`config.mk`:
```
export PLATFORM = sky130hd
export DESIGN_NAME = calc_job_sequencer_flat
export DESIGN_NICKNAME = d
export VERILOG_FILES = /design/src/rtl/calc_seq_pkg.sv /design/src/rtl/calc_job_sequencer_if.sv /design/src/rtl/calc_cmd_fifo.sv /design/src/rtl/calc_job_sequencer.sv /design/src/flat_wrapper.sv
export SDC_FILE = /design/constraint.sdc
export NUM_CORES = 1
export LEC_CHECK = 0
export BUFFER_PORTS_ARGS = -buffer_cell sky130_fd_sc_hd__buf_2
export CAP_MARGIN = 20
export CORE_MARGIN = 2
export CORE_UTILIZATION = 30
export DETAILED_ROUTE_END_ITERATION = 10
export SLEW_MARGIN = 5
export SYNTH_ARGS = -nofsm -noshare
export SYNTH_HDL_FRONTEND = slang
export SYNTH_HIERARCHICAL = 1
export SYNTH_SLANG_ARGS = --single-unit
```
`constraint.sdc`:
```
create_clock -name clk -period 6.1 [get_ports clk]
set_clock_uncertainty 0.15 [all_clocks]
set_input_delay 0.61 -clock clk [delete_from_list [all_inputs] [get_ports clk]]
set_output_delay 0.61 -clock clk [all_outputs]
set_load 0.05 [all_outputs]
```
`src/rtl/calc_seq_pkg.sv`:
```
// rtl/calc_seq_pkg.sv - shared widths, FSM state type and helpers for the calculator job sequencer
package calc_seq_pkg;

  localparam int CMD_W = 14;
  localparam int RES_W = 4;
  localparam int SEQ_W = 4;
  localparam int CNT_W = 8;

  typedef enum logic [1:0] {
    IDLE,
    SETTLE,
    HOLD
  } state_t;

  // Saturating increment used for the completed-job counter.
  function automatic logic [CNT_W-1:0] sat_inc(input logic [CNT_W-1:0] v);
    return (v == {CNT_W{1'b1}}) ? v : v + 1'b1;
  endfunction

endpackage

```
`src/rtl/calc_job_sequencer_if.sv`:
```
// rtl/calc_job_sequencer_if.sv - command and result handshake bundle of the job sequencer
interface calc_job_sequencer_if;
  import calc_seq_pkg::*;

  logic             cmd_valid;
  logic [CMD_W-1:0] cmd_word;
  logic             cmd_ready;
  logic             flush;
  logic             res_valid;
  logic [RES_W-1:0] res_data;
  logic [SEQ_W-1:0] res_seq;
  logic             res_ready;

  // Command producer and result consumer side.
  modport master (
    output cmd_valid, cmd_word, flush, res_ready,
    input  cmd_ready, res_valid, res_data, res_seq
  );

  // Sequencer side.
  modport slave (
    input  cmd_valid, cmd_word, flush, res_ready,
    output cmd_ready, res_valid, res_data, res_seq
  );

endinterface

```
`src/rtl/calc_cmd_fifo.sv`:
```
// rtl/calc_cmd_fifo.sv - synchronous command word queue with flush
module calc_cmd_fifo
  import calc_seq_pkg::*;
#(
  parameter int FIFO_DEPTH = 4,
  localparam int AW = $clog2(FIFO_DEPTH)
) (
  input  logic             clk,
  input  logic             reset,
  input  logic             push,
  input  logic             pop,
  input  logic             flush,
  input  logic [CMD_W-1:0] wr_data,
  output logic [CMD_W-1:0] rd_data,
  output logic             full,
  output logic             empty,
  output logic [AW:0]      count
);

  logic [CMD_W-1:0] mem [FIFO_DEPTH];
  logic [AW-1:0]    wr_ptr;
  logic [AW-1:0]    rd_ptr;
  logic             do_push;
  logic             do_pop;

  // Full is judged on the registered count, so a same-cycle pop never frees a slot early.
  assign full    = (count == (AW+1)'(FIFO_DEPTH));
  assign empty   = (count == '0);
  assign do_push = push && !full && !flush;
  assign do_pop  = pop && !empty && !flush;
  assign rd_data = mem[rd_ptr];

  // Pointer and occupancy tracking; flush wins over any push or pop in the same cycle.
  always_ff @(posedge clk or posedge reset) begin
    if (reset) begin
      wr_ptr <= '0;
      rd_ptr <= '0;
      count  <= '0;
    end else if (flush) begin
      wr_ptr <= '0;
      rd_ptr <= '0;
      count  <= '0;
    end else begin
      if (do_push) wr_ptr <= wr_ptr + 1'b1;
      if (do_pop)  rd_ptr <= rd_ptr + 1'b1;
      count <= count + (AW+1)'(do_push) - (AW+1)'(do_pop);
    end
  end

  // Storage array; contents need no reset because count gates every read.
  always_ff @(posedge clk) begin
    if (do_push) mem[wr_ptr] <= wr_data;
  end

endmodule

```
`src/rtl/calc_job_sequencer.sv`:
```
// rtl/calc_job_sequencer.sv - queues command words and sequences them through the calculator datapath
module calc_job_sequencer
  import calc_seq_pkg::*;
#(
  parameter int FIFO_DEPTH = 4,
  parameter int SETTLE_CYC = 3
) (
  input  logic                 clk,
  input  logic                 reset,
  calc_job_sequencer_if.slave  bus,
  output logic [CMD_W-1:0]     calc_string,
  input  logic [RES_W-1:0]     calc_res,
  output logic                 busy,
  output logic [CNT_W-1:0]     job_count
);

  localparam int AW = $clog2(FIFO_DEPTH);
  localparam int CW = (SETTLE_CYC > 1) ? $clog2(SETTLE_CYC) : 1;

  state_t           state;
  state_t           next_state;
  logic [CW-1:0]    cnt;
  logic [SEQ_W-1:0] seq;
  logic             pop;
  logic             capture;
  logic             retire;
  logic [CMD_W-1:0] head_word;
  logic             q_full;
  logic             q_empty;
  logic [AW:0]      q_count;

  calc_cmd_fifo #(.FIFO_DEPTH(FIFO_DEPTH)) u_fifo (
    .clk     (clk),
    .reset   (reset),
    .push    (bus.cmd_valid),
    .pop     (pop),
    .flush   (bus.flush),
    .wr_data (bus.cmd_word),
    .rd_data (head_word),
    .full    (q_full),
    .empty   (q_empty),
    .count   (q_count)
  );

  assign bus.cmd_ready = !q_full;
  assign busy          = (state != IDLE) || (q_count != '0);

  // FSM state register.
  always_ff @(posedge clk or posedge reset) begin
    if (reset) state <= IDLE;
    else       state <= next_state;
  end

  // Next state and per-cycle strobes: pop a word, capture its result, retire on handshake.
  always_comb begin
    next_state = state;
    pop        = 1'b0;
    capture    = 1'b0;
    retire     = 1'b0;
    case (state)
      IDLE: begin
        if (!q_empty) begin
          pop        = 1'b1;
          next_state = SETTLE;
        end
      end
      SETTLE: begin
        if (cnt == '0) begin
          capture    = 1'b1;
          next_state = HOLD;
        end
      end
      HOLD: begin
        if (bus.res_ready) begin
          retire     = 1'b1;
          next_state = IDLE;
        end
      end
      default: next_state = IDLE;
    endcase
  end

  // Datapath drive, settle timer, result capture and job bookkeeping.
  always_ff @(posedge clk or posedge reset) begin
    if (reset) begin
      calc_string   <= '0;
      cnt           <= '0;
      seq           <= '0;
      bus.res_valid <= 1'b0;
      bus.res_data  <= '0;
      bus.res_seq   <= '0;
      job_count     <= '0;
    end else begin
      if (pop) begin
        calc_string <= head_word;
        cnt         <= CW'(SETTLE_CYC - 1);
      end else if (state == SETTLE && cnt != '0) begin
        cnt <= cnt - 1'b1;
      end
      if (capture) begin
        bus.res_data  <= calc_res;
        bus.res_seq   <= seq;
        bus.res_valid <= 1'b1;
      end
      if (retire) begin
        bus.res_valid <= 1'b0;
        seq           <= seq + 1'b1;
        job_count     <= sat_inc(job_count);
      end
    end
  end

endmodule

```
`src/flat_wrapper.sv`:
```
// flat-port wrapper written by rule: the top's interface ports become plain ports
module calc_job_sequencer_flat import calc_seq_pkg::*;
#(
  parameter int FIFO_DEPTH = 4,
  parameter int SETTLE_CYC = 3
)
  (clk, reset, calc_string, calc_res, busy, job_count, bus_cmd_valid, bus_cmd_word, bus_flush, bus_res_ready, bus_cmd_ready, bus_res_valid, bus_res_data, bus_res_seq);
  calc_job_sequencer_if bus_i ();
  input  logic clk;
  input  logic reset;
  output logic [CMD_W-1:0] calc_string;
  input  logic [RES_W-1:0] calc_res;
  output logic busy;
  output logic [CNT_W-1:0] job_count;
  input wire logic [$bits(bus_i.cmd_valid)-1:0] bus_cmd_valid;
  input wire logic [$bits(bus_i.cmd_word)-1:0] bus_cmd_word;
  input wire logic [$bits(bus_i.flush)-1:0] bus_flush;
  input wire logic [$bits(bus_i.res_ready)-1:0] bus_res_ready;
  output wire logic [$bits(bus_i.cmd_ready)-1:0] bus_cmd_ready;
  output wire logic [$bits(bus_i.res_valid)-1:0] bus_res_valid;
  output wire logic [$bits(bus_i.res_data)-1:0] bus_res_data;
  output wire logic [$bits(bus_i.res_seq)-1:0] bus_res_seq;
  assign bus_i.cmd_valid = bus_cmd_valid;
  assign bus_i.cmd_word = bus_cmd_word;
  assign bus_i.flush = bus_flush;
  assign bus_i.res_ready = bus_res_ready;
  assign bus_cmd_ready = bus_i.cmd_ready;
  assign bus_res_valid = bus_i.res_valid;
  assign bus_res_data = bus_i.res_data;
  assign bus_res_seq = bus_i.res_seq;
  calc_job_sequencer #(.FIFO_DEPTH(FIFO_DEPTH), .SETTLE_CYC(SETTLE_CYC)) u_core (.clk(clk), .reset(reset), .bus(bus_i), .calc_string(calc_string), .calc_res(calc_res), .busy(busy), .job_count(job_count));
endmodule
```
* After elaboration in Yosys (flattened, before gate mapping)
Memory sizes are Yosys's and may differ from the RTL's. A register that Yosys moved wholly into a read port is not among the register bits.
Index checks and enable logic that the tools add are counted.
** Storage, ports and cells
- Memories kept :: 1
- Bits in writable memories :: 56
- Bits in registers :: 32
- Word-level logic and storage cells :: 68
- Bits of input ports :: 23
** Memory list
- u_core.u_fifo.mem :: words 4, bits a word 14, read ports 1, clocked after Yosys merged registers in 1, write ports 1, line calc_cmd_fifo.sv:20 : logic [CMD_W-1:0] mem [FIFO_DEPTH];
** Operators by class
- Multiplexer cells :: 21
- Reductions and logical operators :: 21
- Equality and inequality tests :: 7
- Bitwise operators :: 1
- Add/subtract/negate cells :: 7
** Operators by type and width (number)
- 2-bit two-way mux :: 9
- 2-bit nonzero test :: 6
- 1-bit two-way mux :: 10
- 8-bit by 1-bit adder with 8-bit output, second input constant :: 1
- 8-bit == test, second input constant :: 1
- 2-bit case mux with 3 select lines :: 1
- 1-bit logical AND :: 5
- 2-bit by 1-bit adder with 2-bit output, second input constant :: 2
- 4-bit by 1-bit adder with 4-bit output, second input constant :: 1
- 2-bit zero test :: 2
- 2-bit != test, second input constant :: 2
- 3-bit by 1-bit adder with 3-bit output :: 1
- 3-bit == test, second input constant :: 1
- 1-bit zero test :: 3
- 3-bit zero test :: 1
- 3-bit two-way mux :: 1
- 3-bit AND reduction :: 1
- 3-bit nonzero test :: 1
- 3-bit by 1-bit subtractor with 3-bit output :: 1
- 2-bit by 1-bit == test with 1-bit output, second input constant :: 1
- 2-bit == test, second input constant :: 1
- 2-bit by 1-bit != test with 1-bit output, second input constant :: 1
- 2-bit AND reduction :: 1
- 2-bit by 1-bit subtractor with 2-bit output, second input constant :: 1
- 2 further kinds :: 2

* Longest topological paths before layout
- Depth in word-level cells :: 7
- Gate-level depth with buffers :: 13

* Modules after synthesis
The synthesis kept the hierarchy.
** By module, submodules not included
- calc_cmd_fifo :: cells each 122, instances 1, sequential area each 1856.8 um^2, area an instance 2509.9 um^2
- calc_job_sequencer :: cells each 128, instances 1, sequential area each 975.9 um^2, area an instance 1666.6 um^2

* Worst setup path after synthesis
Ideal clock, no wire load.
- Path kind :: register -> register
- Start :: register u_core.u_fifo.count[1]
- End :: register u_core.u_fifo.count[2]
- Clock period less this slack :: 2731 ps
- Slack :: 3369 ps
- Library setup time :: 86 ps
- Data required time :: 5864 ps
- Cell stages (with the launch flop) :: 14
- Arrival :: 2495 ps
- Path buffers :: 1
- Cells stage by stage :: dfrtp_1 nor3_1 nor3_2 buf_4 o31ai_1 nor2_1 ha_1 inv_1 ha_1 inv_1 fa_1 xor2_1 and2_1 nor3_1
** On the way
- Cells in the longest elaborated chain, start to end :: 7
- Elaborated cells between the ends (all ways) :: 13
- Classes of those cells :: 2 x add/sub; 1 x eq/ne; 3 x mux; 7 x reduce/logical
** RTL lines
- start, declared :: line calc_cmd_fifo.sv:17 : output logic [AW:0] count
- start signal, assigned :: line calc_cmd_fifo.sv:46 : count <= count + (AW+1)'(do_push) - (AW+1)'(do_pop);
- 3-bit zero test :: line calc_cmd_fifo.sv:28 : assign empty = (count == '0);
- via u_core.q_empty :: line calc_job_sequencer.sv:29 : logic q_empty;
- 1-bit two-way mux :: line calc_job_sequencer.sv:62 : if (!q_empty) begin
- 1-bit two-way mux :: line calc_job_sequencer.sv:60 : case (state)
- via u_core.pop :: line calc_job_sequencer.sv:24 : logic pop;
- 1-bit logical AND (2 in series) :: line calc_cmd_fifo.sv:30 : assign do_pop = pop && !empty && !flush;
- 3-bit by 1-bit subtractor with 3-bit output :: line calc_cmd_fifo.sv:46
- 3-bit two-way mux :: line calc_cmd_fifo.sv:39 : end else if (flush) begin
The timed path passes the listed nets, and every way through them passes these cells.
A chain may end at the register's enable or synchronous reset.

* Worst setup path after layout
- Start :: register u_core.u_fifo.count[1]
- End :: register u_core.u_fifo.count[2]
** On the way
- Cells in the longest elaborated chain, start to end :: 7
- Elaborated cells between the ends (all ways) :: 13
- Classes of those cells :: 2 x add/sub; 1 x eq/ne; 3 x mux; 7 x reduce/logical
** RTL lines (line)
- 3-bit zero test * :: calc_cmd_fifo.sv:28
- via u_core.q_empty :: calc_job_sequencer.sv:29
- 1-bit two-way mux :: calc_job_sequencer.sv:62
- 1-bit two-way mux :: calc_job_sequencer.sv:60
- 1-bit logical AND * (2 in series) :: calc_cmd_fifo.sv:30
- 3-bit by 1-bit subtractor with 3-bit output * :: calc_cmd_fifo.sv:46
- 3-bit two-way mux * :: calc_cmd_fifo.sv:39
The timed path passes the listed nets; every way through them passes the cells marked *.

==> reports/summary.txt <==
Status - completed
Gp weighted congestion - 0.7313
Cell taking the most area after synthesis - edfxtp_1
Die Ht - 122.0 um
Top-area cell type share of the netlist area - 40.26%
Setup bufs post-CTS - 0
Post-synthesis cell area - 4177 um2
CTS tree - yes
Adder-cell share of the synthesized area - 3.176%
CTS Buffer Depth - 2
Clock Power Share - 22.2%
Post-synthesis sequential area ratio - 67.83%
H-tree levels - 3
DRC Markers - 0
Yosys synthesis warning count - 6
Total GRT Usage - 10.76%
Initial Util - 30.44%
Sw Share - 38.39%
Layout cells sized above 1 - 36.08%
Layout net count - 344
Comb power frac - 35.8%
CP max FO - 16
Main combinational cell family by area after synthesis - multiplexers
Final setup TNS - 0 ps
Synth Instances - 250
Inst Count DP - 479
Worst slew pin tran - 850.1 ps
Worst path arrival time - 3020 ps
Final period util - 47.86%
Synth Register Bits - 102
Number of diodes - 0
Critical path startpoint category - flip-flop
Vias per inst - 4.520
Number of flops mapped to enable cells by yosys - 56
Synth area leaders - edfxtp_1 40%, dfrtp_1 28%, mux4_2 6.5%
NetSw - 899.5 uW
Post-route minimum period - 2919 ps
Syn Nets - 283
Synth Area in Simple Gates - 6.261%
Most frequent cells in the layout - 56 x edfxtp_1, 55 x buf_2, 46 x dfrtp_1
Xor and xnor area share after synthesis - 1.887%
Setup violations, final - 0
Clock Sinks - 102
Layout fillers - 1319
HP Class - in2async
Leakage Power - 0.001973 uW
Number of max-cap violations - 0
Initial antenna violation count - 0
CTS buffer count - 9
Final Total Pwr - 2343 uW
Area growth syn-to-layout - 17.41%
Num rows - 43
Root buf cell - clkbuf_16
P_int - 1444 uW
Final ANT Viol Nets - 0
Hold bufs inserted after CTS - 0
RSZ-0062 raised after global routing - no
IR drop worst, VDD - 0.0002869 V
Number of buffers inserted by port buffering - 55
Final hold violations - 0
Routed via count - 2242
Largest net degree at the start of global routing - 40
Number of global-route vias before repair - 2358
Total congestion overflow - 0
Ys flop type - edfxtp_1
Skew-Pair Late Insertion Delay - 340 ps
Post_cts resized - 0
Reg power frac - 42.0%
DRT iter0 DRCs - 79
Reg clk slew, reported paths - 70 ps
DP HPWL - 4950 um
Pins Over Slew Limit - 0
Die width - 122.0 um
WL/cell - 15.38 um
Post-synthesis async set-or-reset flop share - 45.10%
First-pass GRT wire length - 12030 um
Commonest non-fill, non-tap cell in the layout - edfxtp_1
Synthesized area per cell - 16.71 um2
Worst EP required - 6200 ps
Fmax - 0.3426 GHz
Compound-Gate Fraction of Synth Area - 2.277%
Core Footprint - 13720 um2
Die area - 14880 um2
IO Count - 56
Detailed Route WL - 7630 um
Post-synth cell types - 39
Drt pass-1 iters - 4
Final instance count without filler cells - 496
Critical path type - reg2reg
R2r setup slk - 3180 ps
Pwr Density - 477.9 nW/um2
Max-slew headroom - 43.33%
Critical path capture point type - flip-flop
Multiplexer share of the synthesized area - 15.70%
[final cells by class]
type	instances	area [um2]	share of cell area [%]
sequential	102	2833	57.77
clock inverter	4	31.28	0.6379
inverter	13	48.80	0.9952
tap	180	225.2	4.593
multi-input combinational	127	1224	24.96
timing repair buffer	58	305.3	6.226
clock buffer	12	236.5	4.823
[state kept, by name, summed over array words and instances, names as in the netlist, 2 cells and up]
register              cells
u_core/bus.res_seq        4
u_core/cnt                2
u_core/u_fifo/rd_ptr      2
u_core/u_fifo/mem        56
u_core/u_fifo/wr_ptr      2
u_core/u_fifo/count       3
u_core/seq                4
u_core/bus.res_data       4
u_core/job_count          8
u_core/calc_string       14
u_core/state              2
[metal layers]
layer	up-vias	GRT usage [%]	wire length, um
li1	1041	-	-
met3	8	3.933	444
met4	0	2.730	54
met2	59	17.77	3618
met5	-	0	0
met1	1134	13.41	3513
[final timing paths]
check | start | to | cells after the start
max | u_core/u_fifo/count[1] | u_core/u_fifo/count[2] | 13
min | reset | u_core/u_fifo/wr_ptr[1] | 2
max reg2reg | u_core/u_fifo/count[1] | u_core/u_fifo/count[2] | 13
min reg2reg | u_core/bus.res_valid | u_core/bus.res_valid | 2
max in group asynchronous | reset | u_core/bus.res_valid | 3
min in group clk | u_core/bus.res_valid | u_core/bus.res_valid | 2
[logic make-up (layout without fill, tap and decap cells)]
group                      count (synthesis)  in the layout
DFF                                      102            102
and+or+nand+nor                           51             51
muxes                                     41             41
buffers and inverters                     21             87
AOI/OAI and AO/OA                         16             16
adders and majority gates                 10             10
xor gates and xnor gates                   9              9
[synthesized netlist by cell type (all sizes together) (3+ instances only)]
cell type  number
edfxtp         56
dfrtp          46
mux2           26
nand2          15
mux4           14
inv            13
nor2           10
ha              9
buf             7
nor3            7
o21ai           6
xnor2           6
a21oi           5
and2            5
nand2b          3
xor2            3
[worst max-delay path: stages (launching register included)]
cell     delay, ps
dfrtp_1        480
nor3_1         330
nor3_2          60
buf_4          220
o31ai_1        130
nor2_1          80
ha_1           290
inv_1           50
ha_1           130
inv_1           50
fa_1           380
xor2_1         160
and2_1         170
nor3_1         150
[power by group through the flow]
stage	combinational [uW]	sequential (uW)	clock, uW
6_report	839	984	520
5_1_grt	903	1000	560
4_1_cts	839	994	539
3_5_place_dp	834	1000	0
3_3_place_gp	822	999	0
2_1_floorplan	392	1260	0
[stage by stage]
stage          utilization, %  worst slack [ps]  cell area, um2  hold WS, ps
6_report                35.74              3181            4903        63.92
3_3_place_gp            33.68              3317            4621        304.0
4_1_cts                 35.63              3161            4888        62.84
2_1_floorplan               -              3369            4177        263.4
3_5_place_dp            33.68              3238            4621        319.7
5_1_grt                 35.74              2951            4903        83.27
Note: power is estimated with default switching activity, not from simulation.
